## src/rtl/rom_burst_reader.sv

```systemverilog
// rom_burst_reader
//
// Reads a burst of consecutive words from a small constant ROM and presents
// them on a registered valid/ready output port.
//
// Word a of the ROM holds (a*5 + 3) mod 2^DATA_W for a in 0..DEPTH-1.
// A burst is requested in IDLE with start=1. If start_addr is in range, the
// block moves to RUN. It then streams burst_len+1 words, starting at
// start_addr and wrapping from DEPTH-1 back to 0. An out-of-range request is
// rejected: err is raised and done pulses, and no data is produced.
//
// Ports
//   clk         in   sole clock, rising edge
//   rst_n       in   synchronous active-low reset
//   start       in   burst request, sampled only while idle
//   start_addr  in   [ADDR_W] first word address
//   burst_len   in   [LEN_W]  words in burst minus one
//   dout_ready  in   consumer accepts dout this cycle
//   dout        out  [DATA_W] registered read data, retained when not valid
//   dout_valid  out  dout holds a word not yet accepted
//   busy        out  burst in progress
//   done        out  one-cycle pulse after the last word is accepted or a
//                    request is rejected
//   err         out  last request was rejected; cleared by the next
//                    accepted start

module rom_burst_reader #(
    parameter int unsigned DATA_W = 8,
    parameter int unsigned ADDR_W = 4,
    parameter int unsigned DEPTH  = 16,
    parameter int unsigned LEN_W  = 4
) (
    input  logic              clk,
    input  logic              rst_n,
    input  logic              start,
    input  logic [ADDR_W-1:0] start_addr,
    input  logic [LEN_W-1:0]  burst_len,
    input  logic              dout_ready,
    output logic [DATA_W-1:0] dout,
    output logic              dout_valid,
    output logic              busy,
    output logic              done,
    output logic              err
);

    // The ROM spans the full address space. Entries at or beyond DEPTH are
    // never addressed. They exist only so that indexing with addr_q never
    // leaves the array.
    localparam int unsigned SPAN = 2 ** ADDR_W;

    localparam logic [ADDR_W:0]   DEPTH_LIM = (ADDR_W + 1)'(DEPTH);
    localparam logic [ADDR_W-1:0] LAST_ADDR = ADDR_W'(DEPTH - 1);

    typedef enum logic [0:0] {
        StIdle,
        StRun
    } state_e;

    state_e            state_q;
    logic [ADDR_W-1:0] addr_q;
    // Words still to be read from the ROM. This needs one extra bit because
    // a full burst holds 2^LEN_W words.
    logic [LEN_W:0]    remaining_q;

    logic              addr_ok;
    logic              issue;
    logic [ADDR_W-1:0] next_addr;

    logic [DATA_W-1:0] rom [SPAN];

    for (genvar a = 0; a < SPAN; a++) begin : g_rom
        if (a < DEPTH) begin : g_word
            assign rom[a] = DATA_W'(a * 5 + 3);
        end else begin : g_pad
            assign rom[a] = '0;
        end
    end

    always_comb begin
        addr_ok = ({1'b0, start_addr} < DEPTH_LIM);
    end

    // A read goes out whenever words remain and the output register is free.
    // The register is free when it is empty or when it is being emptied on
    // this same edge. This gives back-to-back words with no bubble.
    always_comb begin
        issue = 1'b0;
        if ((state_q == StRun) && (remaining_q != '0) && (!dout_valid || dout_ready)) begin
            issue = 1'b1;
        end
    end

    always_comb begin
        next_addr = (addr_q == LAST_ADDR) ? '0 : addr_q + ADDR_W'(1);
    end

    always_ff @(posedge clk) begin
        if (!rst_n) begin
            state_q     <= StIdle;
            addr_q      <= '0;
            remaining_q <= '0;
            dout        <= '0;
            dout_valid  <= 1'b0;
            busy        <= 1'b0;
            done        <= 1'b0;
            err         <= 1'b0;
        end else begin
            done <= 1'b0;
            case (state_q)
                StIdle: begin
                    if (start) begin
                        if (addr_ok) begin
                            state_q     <= StRun;
                            addr_q      <= start_addr;
                            remaining_q <= (LEN_W + 1)'(burst_len) + (LEN_W + 1)'(1);
                            busy        <= 1'b1;
                            err         <= 1'b0;
                        end else begin
                            err  <= 1'b1;
                            done <= 1'b1;
                        end
                    end
                end

                StRun: begin
                    if (issue) begin
                        dout        <= rom[addr_q];
                        dout_valid  <= 1'b1;
                        addr_q      <= next_addr;
                        remaining_q <= remaining_q - (LEN_W + 1)'(1);
                    end else if (dout_valid && dout_ready) begin
                        // The final word is being accepted and nothing is
                        // left to read. dout keeps its value after this.
                        dout_valid <= 1'b0;
                        if (remaining_q == '0) begin
                            state_q <= StIdle;
                            busy    <= 1'b0;
                            done    <= 1'b1;
                        end
                    end
                end

                default: begin
                    state_q <= StIdle;
                end
            endcase
        end
    end

endmodule

```

## config.mk

```make
export PLATFORM = sky130hd
export DESIGN_NAME = rom_burst_reader
export DESIGN_NICKNAME = d
export VERILOG_FILES = /design/src/rtl/rom_burst_reader.sv
export SDC_FILE = /design/constraint.sdc
export NUM_CORES = 1
export LEC_CHECK = 0
export BUFFER_PORTS_ARGS = -buffer_cell sky130_fd_sc_hd__buf_2
export CORE_UTILIZATION = 50
export CTS_CLUSTER_SIZE = 40
export DETAILED_ROUTE_END_ITERATION = 6
export HOLD_SLACK_MARGIN = 0.1
export PLACE_DENSITY = 0.74
export SYNTH_ARGS = -nofsm -noshare
export SYNTH_HDL_FRONTEND = slang
export SYNTH_SLANG_ARGS = --single-unit
```

## constraint.sdc

```tcl
create_clock -name clk -period 2.1 [get_ports clk]
set_input_delay 0.21 -clock clk [delete_from_list [all_inputs] [get_ports clk]]
set_output_delay 0.21 -clock clk [all_outputs]
set_load 0.02 [all_outputs]
```

==> results of run 1 <==
## how the worst min path moves through the flow
stage | start | to | slack [ps] | cells after the start
2_1_floorplan | start | state_q | 360 | 2
4_1_cts | start | state_q | 150 | 3
6_report | start | state_q | 160 | 3
5_1_grt | start | state_q | 170 | 3
3_3_place_gp | dout[6] | dout[6] | 450 | 2
3_5_place_dp | dout[6] | dout[6] | 460 | 2
## worst register-to-register path, stage by stage (launching register included)
cell and delay, ps:
dfxtp_1 360, inv_1 70, ha_1 190, or4b_1 600
a31oi_4 320, a21oi_1 70, o221a_2 280
## report_power, final
part           switching (mW)  internal (mW)
combinational           0.162          0.120
sequential             0.0453          0.418
clock                   0.116          0.106
total                   0.324          0.644
## flip-flops by register name, summed over array words and instances, names as in the netlist
register / cells
dout: 7
remaining_q: 5
addr_q: 4
busy: 1
done: 1
dout_valid: 1
state_q: 1
## per-layer routing
layer | track usage, % | wire [um]
met1 | 28.1 | 1140
met2 | 31.1 | 1040
met3 | 3.57 | 100
met4 | 7.41 | 26
met5 | 0 | 0
## synthesized netlist by cell type (2+ instances only)
master,count
a21boi_0,6
a21oi_1,3
and3_1,3
buf_4,2
buf_6,2
clkbuf_1,6
dfxtp_1,20
ha_1,9
inv_1,7
nand2_1,17
nand2b_1,4
nand3_1,8
nand4_1,2
nor2_1,4
nor2b_1,3
o211a_1,5
o211ai_1,6
o21a_1,2
o21ai_0,9
xor2_1,3
## area by class of cell
type | instances | area [um2] | area share, %
Multi-Input combinational cell | 100 | 713 | 53.9
Sequential cell | 20 | 400 | 30.2
Tap cell | 28 | 35.0 | 2.65
Inverter | 7 | 26.3 | 1.98
Timing Repair Buffer | 22 | 113 | 8.51
Clock buffer | 4 | 36.3 | 2.74
## cell families (layout without fill, tap and decap cells)
kind of cell    count (synthesis)  in the layout  synth area share (%)
buf+inv                        17             33                  7.22
xor+xnor                        3              3                  2.20
flops                          20             20                  33.5
compound gates                 41             41                  27.3
simple gates                   44             44                  18.1
mux                             1              1                  1.88
other cells                     1              2                 0.314
fa+ha+maj                       9              9                  9.42
## metrics by stage
step	std cells	power [mW]	utilization (%)	cell area (um2)
after CTS	181	0.970	59.2	1320
final	181	0.967	59.3	1320
after global placement	177	0.744	57.6	1290
after detailed placement	177	0.750	57.6	1290
after global routing	181	1.03	59.3	1320
after floorplan	137	0.696	-	1200
==> flow_summary_export.csv, run 1 <==
group,metric,value,unit
run_status,status,"completed",
synth,synth_flop_cell,"dfxtp_1",
die,die_h,50.9,um
finish,fillerInstances,204,
sta,fin_ws,109,ps
grt,grt_usage,20.2,%
synth,synth-edff-count,0,
sta,holdWs,155,ps
setup_path,cp-end-kind,"register",
detailed_routing,dr.pass1.iters,4,
synth,synth.area.top_cells,"dfxtp_1 34%, ha_1 9.4%, nand2_1 5.3%, o211a_1 4.2%, o21ai_0 3.8%",
detailed_routing,wl,2300,um
detailed_routing,wl_per_cell,12.7,um
clock_tree,htreeDepth,1,
sta,min_period_over_period,94.8,%
sta,maxSlewViolCount,0,
pwr,power.leakage,0.610,nW
clock_tree,clock_latency,300,ps
synth,synthArstFlopShare,0,%
setup_path,worstSetupPathType,"register to register",
setup_path,path_depth,6,
die,placementRows,17,
setup_path,crit_end,"remaining_q[0]",
setup_path,critPathMaxFanout,8,
synth,syn_inst,136,
setup_path,slowest_delay,600,ps
finish,drive_above_1_share,20.9,%
finish,area_growth,10.8,%
detailed_routing,drt_iter0_drc,33,
setup_path,rrSetupSlack,110,ps
setup_path,r2r-end,"remaining_q[0]",
synth,synth_top_area_share,33.5,%
run,cap_violations,0,
finish,final_common_cell,"buf_2",
finish,final_cell_mix,"21 x buf_2, 20 x dfxtp_1, 17 x nand2_1, 9 x o21ai_0, 9 x ha_1",
clock_tree,cts_setup_buffers,0,
clock_tree,path_clk_slew,110,ps
grt,grt_pass1_wl,3950,um
sta,fin_skew,2.95,ps
synth,synth_top_area_cell,"dfxtp_1",
grt,overflow,0,
clock_tree,cts_resized,0,
clock_tree,cts_max_path_buffers,2,
sta,period_needed,1990,ps
sta,hold_viol_final,0,
pwr,max-vdd-ir-drop,0.552,mV
grt,grt_max_degree,24,
hold_path,hold_path.class,"primary input to register",
finish,antenna_cells,0,
setup_path,crit_path_top_delay_cell,"or4b_1",
synth,seq_area_frac_synth,33.5,%
synth,synth_seq_cells,20,
finish,nets,175,
clock_tree,cts_buffers,3,
die,coreArea,0.00223,mm2
sta,rsz0062_at_grt,"no",
placed_design,pre_cts_slack,148,ps
clock_tree,hold_buffers,0,
sta,setup_tns,0,ps
detailed_routing,vias,1033,
sta,setup_viol,0,
clock_tree,numClockSinks,20,
clock_tree,cts_tree,"yes",
die,start_util,53.5,%
placed_design,place.gp.congestion,0.903,
detailed_routing,drcViolationCount,0,
setup_path,path_delay_family,"compound AO/OA/AOI/OAI gates",
die,die_x,50.9,um
pwr,p_per_area,731,mW/mm2
setup_path,r2r_start,"remaining_q[0]",
placed_design,port_buffers,21,
die,dieArea,0.00259,mm2
detailed_routing,viasPerCell,5.71,
setup_path,cp-startpoint,"remaining_q[0]",
clock_tree,cts-root-buf,"clkbuf_4",
setup_path,path_cells,"inv_1, ha_1, or4b_1, a31oi_4, a21oi_1, o221a_2",
grt,grt_pass1_vias,898,
detailed_routing,ant_nets,0,
setup_path,r2r_cells,6,
synth,ys_warn_count,0,
setup_path,cp.arrival,2190,ps
setup_path,worst_setup_path_start_kind,"register",
setup_path,cp.required,2300,ps
sta,clock.fmax,0.502,GHz
synth,synthDistinctLibCells,35,
synth,synth.avg_cell_area,8.79,um2
grt,antenna_found_initial,0,
die,ios,24,
setup_path,critPathBufInv,1,
synth,syn_area,0.00119,mm2
(Power assumes the default switching activity.)
==> run 2, diff against run 1 <==
- RECOVER_POWER: unset -> 25
==> run 2 against run 1 <==
Against the previous run:
- non-clock buffer count unchanged
- critical path depth did not move
- critical path type unchanged
- combinational power shrank 1%
- wire length hardly changed
- maximum frequency up 0.15%
- utilization down 0.39 points
- sequential power hardly changed
==> flow_summary_export.csv, run 2 (same netlist as run 1, synthesis figures left out) <==
group,metric,value,unit
sta,fin_ws,112,ps
clock_tree,cts_max_path_buffers,2,
sta,setup_tns,0,ps
finish,largest_reg_flops,7,
sta,fin_skew,3.14,ps
pwr,clock_power_share,23.0,%
detailed_routing,wl_per_cell,12.7,um
die,die_h,50.9,um
finish,nets,175,
setup_path,path_cells,"inv_1, ha_1, or4b_1, a31oi_4, a21oi_1, o221a_2",
clock_tree,htreeDepth,1,
setup_path,cp.arrival,2180,ps
die,placementRows,17,
clock_tree,hold_buffers,0,
die,ios,24,
detailed_routing,dr.pass1.iters,4,
detailed_routing,drcViolationCount,0,
setup_path,path_depth,6,
pwr,power_frac_comb,28.8,%
clock_tree,cts_buffers,3,
sta,setup_viol,0,
setup_path,rrSetupSlack,110,ps
clock_tree,cts_setup_buffers,0,
detailed_routing,wl,2300,um
setup_path,cp-startpoint,"remaining_q[0]",
sta,period_needed,1990,ps
pwr,p_int,640,uW
sta,clock.fmax,0.503,GHz
clock_tree,clock_latency,300,ps
detailed_routing,ant_nets,0,
sta,min_period_over_period,94.6,%
sta,hold_viol_final,0,
grt,grt_max_degree,24,
clock_tree,numClockSinks,20,
setup_path,worstSetupPathType,"register to register",
setup_path,critPathMaxFanout,8,
finish,reg_top3,"dout x7, remaining_q x5, addr_q x4",
setup_path,cp-end-kind,"register",
clock_tree,path_clk_slew,110,ps
clock_tree,cts_tree,"yes",
clock_tree,cts-root-buf,"clkbuf_4",
die,start_util,53.5,%
pwr,max-vdd-ir-drop,0.546,mV
die,dieArea,0.00259,mm2
sta,maxSlewViolCount,0,
detailed_routing,vias,1028,
setup_path,worst_setup_path_start_kind,"register",
setup_path,cp.required,2300,ps
die,die_x,50.9,um
grt,grt_pass1_vias,898,
setup_path,slowest_delay,600,ps
setup_path,crit_path_top_delay_cell,"or4b_1",
pwr,swShare,33.6,%
clock_tree,cts_resized,0,
grt,overflow,0,
grt,antenna_found_initial,0,
setup_path,critPathBufInv,1,
finish,drive_above_1_share,16.3,%
sta,rsz0062_at_grt,"no",
pwr,p_per_area,733,mW/mm2
detailed_routing,drt_iter0_drc,35,
detailed_routing,viasPerCell,5.68,
setup_path,r2r-end,"remaining_q[0]",
grt,grt_usage,20.2,%
grt,grt_pass1_wl,3950,um
die,coreArea,0.00223,mm2
finish,final_cell_mix,"20 x dfxtp_1, 17 x nand2_1, 14 x buf_2, 9 x o21ai_0, 9 x ha_1",
pwr,power.switching,324,uW
setup_path,path_delay_family,"compound AO/OA/AOI/OAI gates",
setup_path,crit_end,"remaining_q[0]",
finish,area_growth,10.1,%
run_status,status,"completed",
pwr,power.leakage,0.582,nW
run,cap_violations,0,
pwr,seq_power_share,48.1,%
placed_design,port_buffers,21,
finish,antenna_cells,0,
setup_path,r2r_start,"remaining_q[0]",
finish,top_register,"dout",
setup_path,r2r_cells,6,
placed_design,pre_cts_slack,148,ps
hold_path,hold_path.class,"primary input to register",
placed_design,place.gp.congestion,0.903,
finish,final_common_cell,"dfxtp_1",
==> run 2: cell count changes in the layout (fill, tap and decap cells not counted), sizes merged <==
cell and delta:
clkbuf +7, buf -7
==> run 2: cell type report <==
| class | count | area [um2] |
|---|---|---|
| fill | 208 | 918 |
| multi-input combinational | 100 | 713 |
| sequential | 20 | 400 |
| timing repair buffer | 22 | 104 |
| clock buffer | 4 | 36.3 |
| tap | 28 | 35.0 |
| inverter | 7 | 26.3 |
==> run 2: metrics by stage <==
step / util (%) / power (mW) / std cells / area, um2 / hold slack [ps]
floorplan: - / 0.696 / 137 / 1200 / 362
global placement: 57.6 / 0.744 / 177 / 1290 / 449
detailed placement: 57.6 / 0.750 / 177 / 1290 / 457
CTS: 59.2 / 0.970 / 181 / 1320 / 150
global route: 58.9 / 1.03 / 181 / 1320 / 169
finish: 58.9 / 0.964 / 181 / 1320 / 155
==> run 2: power groups by stage <==
stage                     Clock (mW)  Sequential (mW)  Combinational [mW]
after CTS                      0.227            0.463               0.280
after floorplan                    0            0.477               0.219
after global routing           0.243            0.472               0.314
final                          0.222            0.464               0.278
after global placement             0            0.469               0.275
after detailed placement           0            0.471               0.279
==> run 2: worst min path at each step <==
stage	start	endpoint	slack [ps]	cells after the start
2_1_floorplan	start	state_q	360	2
3_3_place_gp	dout[6]	dout[6]	450	2
3_5_place_dp	dout[6]	dout[6]	460	2
4_1_cts	start	state_q	150	3
5_1_grt	start	state_q	170	3
6_report	start	state_q	160	3
==> run 2: tightest hold or removal path: stages <==
cell and delay (ps):
buf_2 80, o21ai_0 60, nor2_1 70
==> run 2: layer usage <==
metal | track usage [%] | up-vias | routed length (um)
li1 | - | 517 | -
met1 | 28.1 | 479 | 1140
met2 | 31.1 | 28 | 1040
met3 | 3.57 | 4 | 90
met4 | 7.41 | 0 | 26
met5 | 0 | - | 0
==> run 3, diff against run 2 <==
- ABC_AREA: unset -> 1
- BUFFER_PORTS_ARGS: -buffer_cell sky130_fd_sc_hd__buf_2 -> unset
- DONT_BUFFER_PORTS: unset -> 1
- PLACE_DENSITY: 0.74 -> unset
- clock period: 2.1 -> 2.5 ns (I/O delays scaled with it)
==> run 3 against run 2 <==
Against the previous run:
- critical path depth grew 2
- global-route usage up 2.3 points
- final area decreased by 0.48%
- utilization down 6.1 points
- via count grew 16%
- synthesized cell count increased by 43%
- total power is 14% lower
- clock skew about the same
- largest power group unchanged
==> flow_summary_export.csv, run 3 <==
group,metric,value,unit
placed_design,pre_cts_slack,938,ps
synth,seq_area_frac_synth,30.5,%
clock_tree,cts_max_path_buffers,2,
synth,synth_top_family_by_area,"simple AND/OR/NAND/NOR gates",
grt,grt_usage,22.4,%
finish,reg_top3,"dout x7, remaining_q x5, addr_q x4",
sta,rsz0062_at_grt,"no",
placed_design,placed_area,0.00128,mm2
detailed_routing,wl_per_cell,12.4,um
setup_path,worst_setup_path_start_kind,"register",
clock_tree,cts-root-buf,"clkbuf_4",
finish,largest_reg_flops,7,
synth,synth_seq_cells,20,
pwr,power_frac_comb,31.9,%
setup_path,r2r_cells,8,
die,die_h,53.2,um
sta,slew_headroom,60.8,%
die,dieArea,0.00283,mm2
pwr,power.leakage,0.620,nW
grt,overflow,0,
synth,synth.avg_cell_area,6.76,um2
synth,synth.area.top_cells,"dfxtp_1 31%, nand2_1 13%, ha_1 8.6%, nand3_1 7.3%, nor2_1 7.2%",
synth,synth_fa_ha_area_share,8.59,%
placed_design,place_hpwl,1940,um
pwr,seq_power_share,49.8,%
setup_path,crit_end,"addr_q[3]",
synth,ys_warn_count,0,
clock_tree,htreeDepth,1,
grt,antenna_found_initial,0,
synth,synth_top_area_share,30.5,%
synth,syn_inst,194,
pwr,clock_power_share,18.3,%
setup_path,cp.arrival,1790,ps
detailed_routing,ant_nets,0,
setup_path,r2r-end,"addr_q[3]",
setup_path,cp.required,2700,ps
clock_tree,numClockSinks,20,
grt,grt_pass1_wl,4530,um
clock_tree,cts_resized,0,
finish,final_common_cell,"nand2_1",
placed_design,place.gp.congestion,0.860,
clock_tree,cts_tree,"yes",
die,start_util,52.9,%
pwr,power.switching,321,uW
clock_tree,clock_latency,290,ps
finish,top_register,"dout",
finish,fin_cells,220,
finish,stdcell_area,0.00131,mm2
pwr,total_power,826,uW
setup_path,worstSetupPathType,"register to register",
sta,setup_tns,0,ps
run,cap_violations,0,
die,ios,24,
setup_path,cp-end-kind,"register",
synth,synthDistinctLibCells,23,
detailed_routing,viasPerCell,5.42,
pwr,p_int,505,uW
detailed_routing,wl,2740,um
synth,yosysMostFrequentCell,"nand2_1",
finish,fin_util,52.8,%
sta,clock.fmax,0.629,GHz
sta,min_period_over_period,63.6,%
finish,antenna_cells,0,
die,coreArea,0.00248,mm2
sta,fin_ws,911,ps
sta,fin_skew,2.74,ps
sta,period_needed,1590,ps
clock_tree,hold_buffers,1,
finish,area_growth,-0.191,%
finish,nets,213,
synth,synth_flop_cell,"dfxtp_1",
synth,synth_top_area_cell,"dfxtp_1",
die,die_x,53.2,um
sta,holdWs,130,ps
grt,grt_max_degree,28,
synth,synth_compound_area_share,10.9,%
synth,synthArstFlopShare,0,%
synth,syn_area,0.00131,mm2
synth,synth_mux_area_share,0,%
hold_path,hold_path.class,"primary input to register",
clock_tree,cts_buffers,3,
pwr,max-vdd-ir-drop,0.342,mV
detailed_routing,drcViolationCount,0,
sta,maxSlewViolCount,0,
pwr,swShare,38.9,%
setup_path,rrSetupSlack,910,ps
detailed_routing,drt_iter0_drc,26,
die,placementRows,18,
synth,synth-edff-count,0,
placed_design,port_buffers,0,
run_status,status,"completed",
finish,final_cell_mix,"46 x nand2_1, 25 x nor2_1, 20 x inv_1, 20 x dfxtp_1, 19 x nand3_1",
clock_tree,cts_setup_buffers,0,
setup_path,cp-startpoint,"remaining_q[0]",
clock_tree,path_clk_slew,110,ps
synth,synth_xor_area_share,0.668,%
synth,synthSimpleGateAreaFrac,36.9,%
sta,hold_viol_final,0,
setup_path,critPathMaxFanout,27,
grt,grt_pass1_vias,1033,
detailed_routing,vias,1192,
synth,synth_common_cells,"46 x nand2_1, 25 x nor2_1, 20 x dfxtp_1, 20 x inv_1, 19 x nand3_1",
sta,worst_pin_slew,586,ps
setup_path,r2r_start,"remaining_q[0]",
pwr,p_per_area,631,mW/mm2
sta,setup_viol,0,
finish,drive_above_1_share,7.37,%
detailed_routing,dr.pass1.iters,4,
placed_design,dpl.cell_count,216,
run 3: area by class of cell:
cell class | count | area (um2)
inverters | 20 | 75.1
flip-flops and latches | 20 | 400
repair buffers | 2 | 17.5
fillers | 257 | 1170
well taps | 30 | 37.5
clock buffers | 3 | 22.5
multi-input cells | 145 | 756
run 3: cell families after synthesis:
logic type,count (synthesis)
AO/OA/AOI/OAI,27
adder cells (fa/ha/maj),9
XOR/XNOR,1
buffers and inverters,30
other,1
AND/OR/NAND/NOR,106
flip-flops,20
run 3: how the worst min path moves through the flow:
stage / startpoint / end / slack [ps] / cells past startpoint
after detailed placement: rst_n / remaining_q[2] / 380 / 2
final: start / state_q / 130 / 2
after global placement: rst_n / dout[4] / 370 / 2
after global routing: dout_ready / done / 140 / 2
after floorplan: rst_n / remaining_q[3] / 380 / 2
after CTS: start / state_q / 120 / 2
run 3: power by group through the flow:
stage / registers [mW] / logic (mW) / clock network [mW]
global route: 0.418 / 0.305 / 0.170
finish: 0.411 / 0.263 / 0.151
detailed placement: 0.419 / 0.258 / 0
CTS: 0.411 / 0.264 / 0.159
global placement: 0.418 / 0.253 / 0
floorplan: 0.406 / 0.243 / 0
run 3: critical path, cell delays in order, from the launching register on:
cell and delay, ps:
dfxtp_1 320, inv_1 70, ha_1 270, nand3_4 160
nand3_4 290, nand2_1 170, inv_1 70, nor2_1 90
nor2_1 40
run 3: metal layers:
metal / vias up / global-route usage, % / share of wire, % / wire length, um
li1: 610 / - / - / -
met1: 547 / 30.1 / 47 / 1280
met2: 31 / 32.7 / 45 / 1220
met3: 4 / 4.60 / 7.1 / 193
met4: 0 / 12.7 / 1.5 / 40
met5: - / 0 / 0 / 0
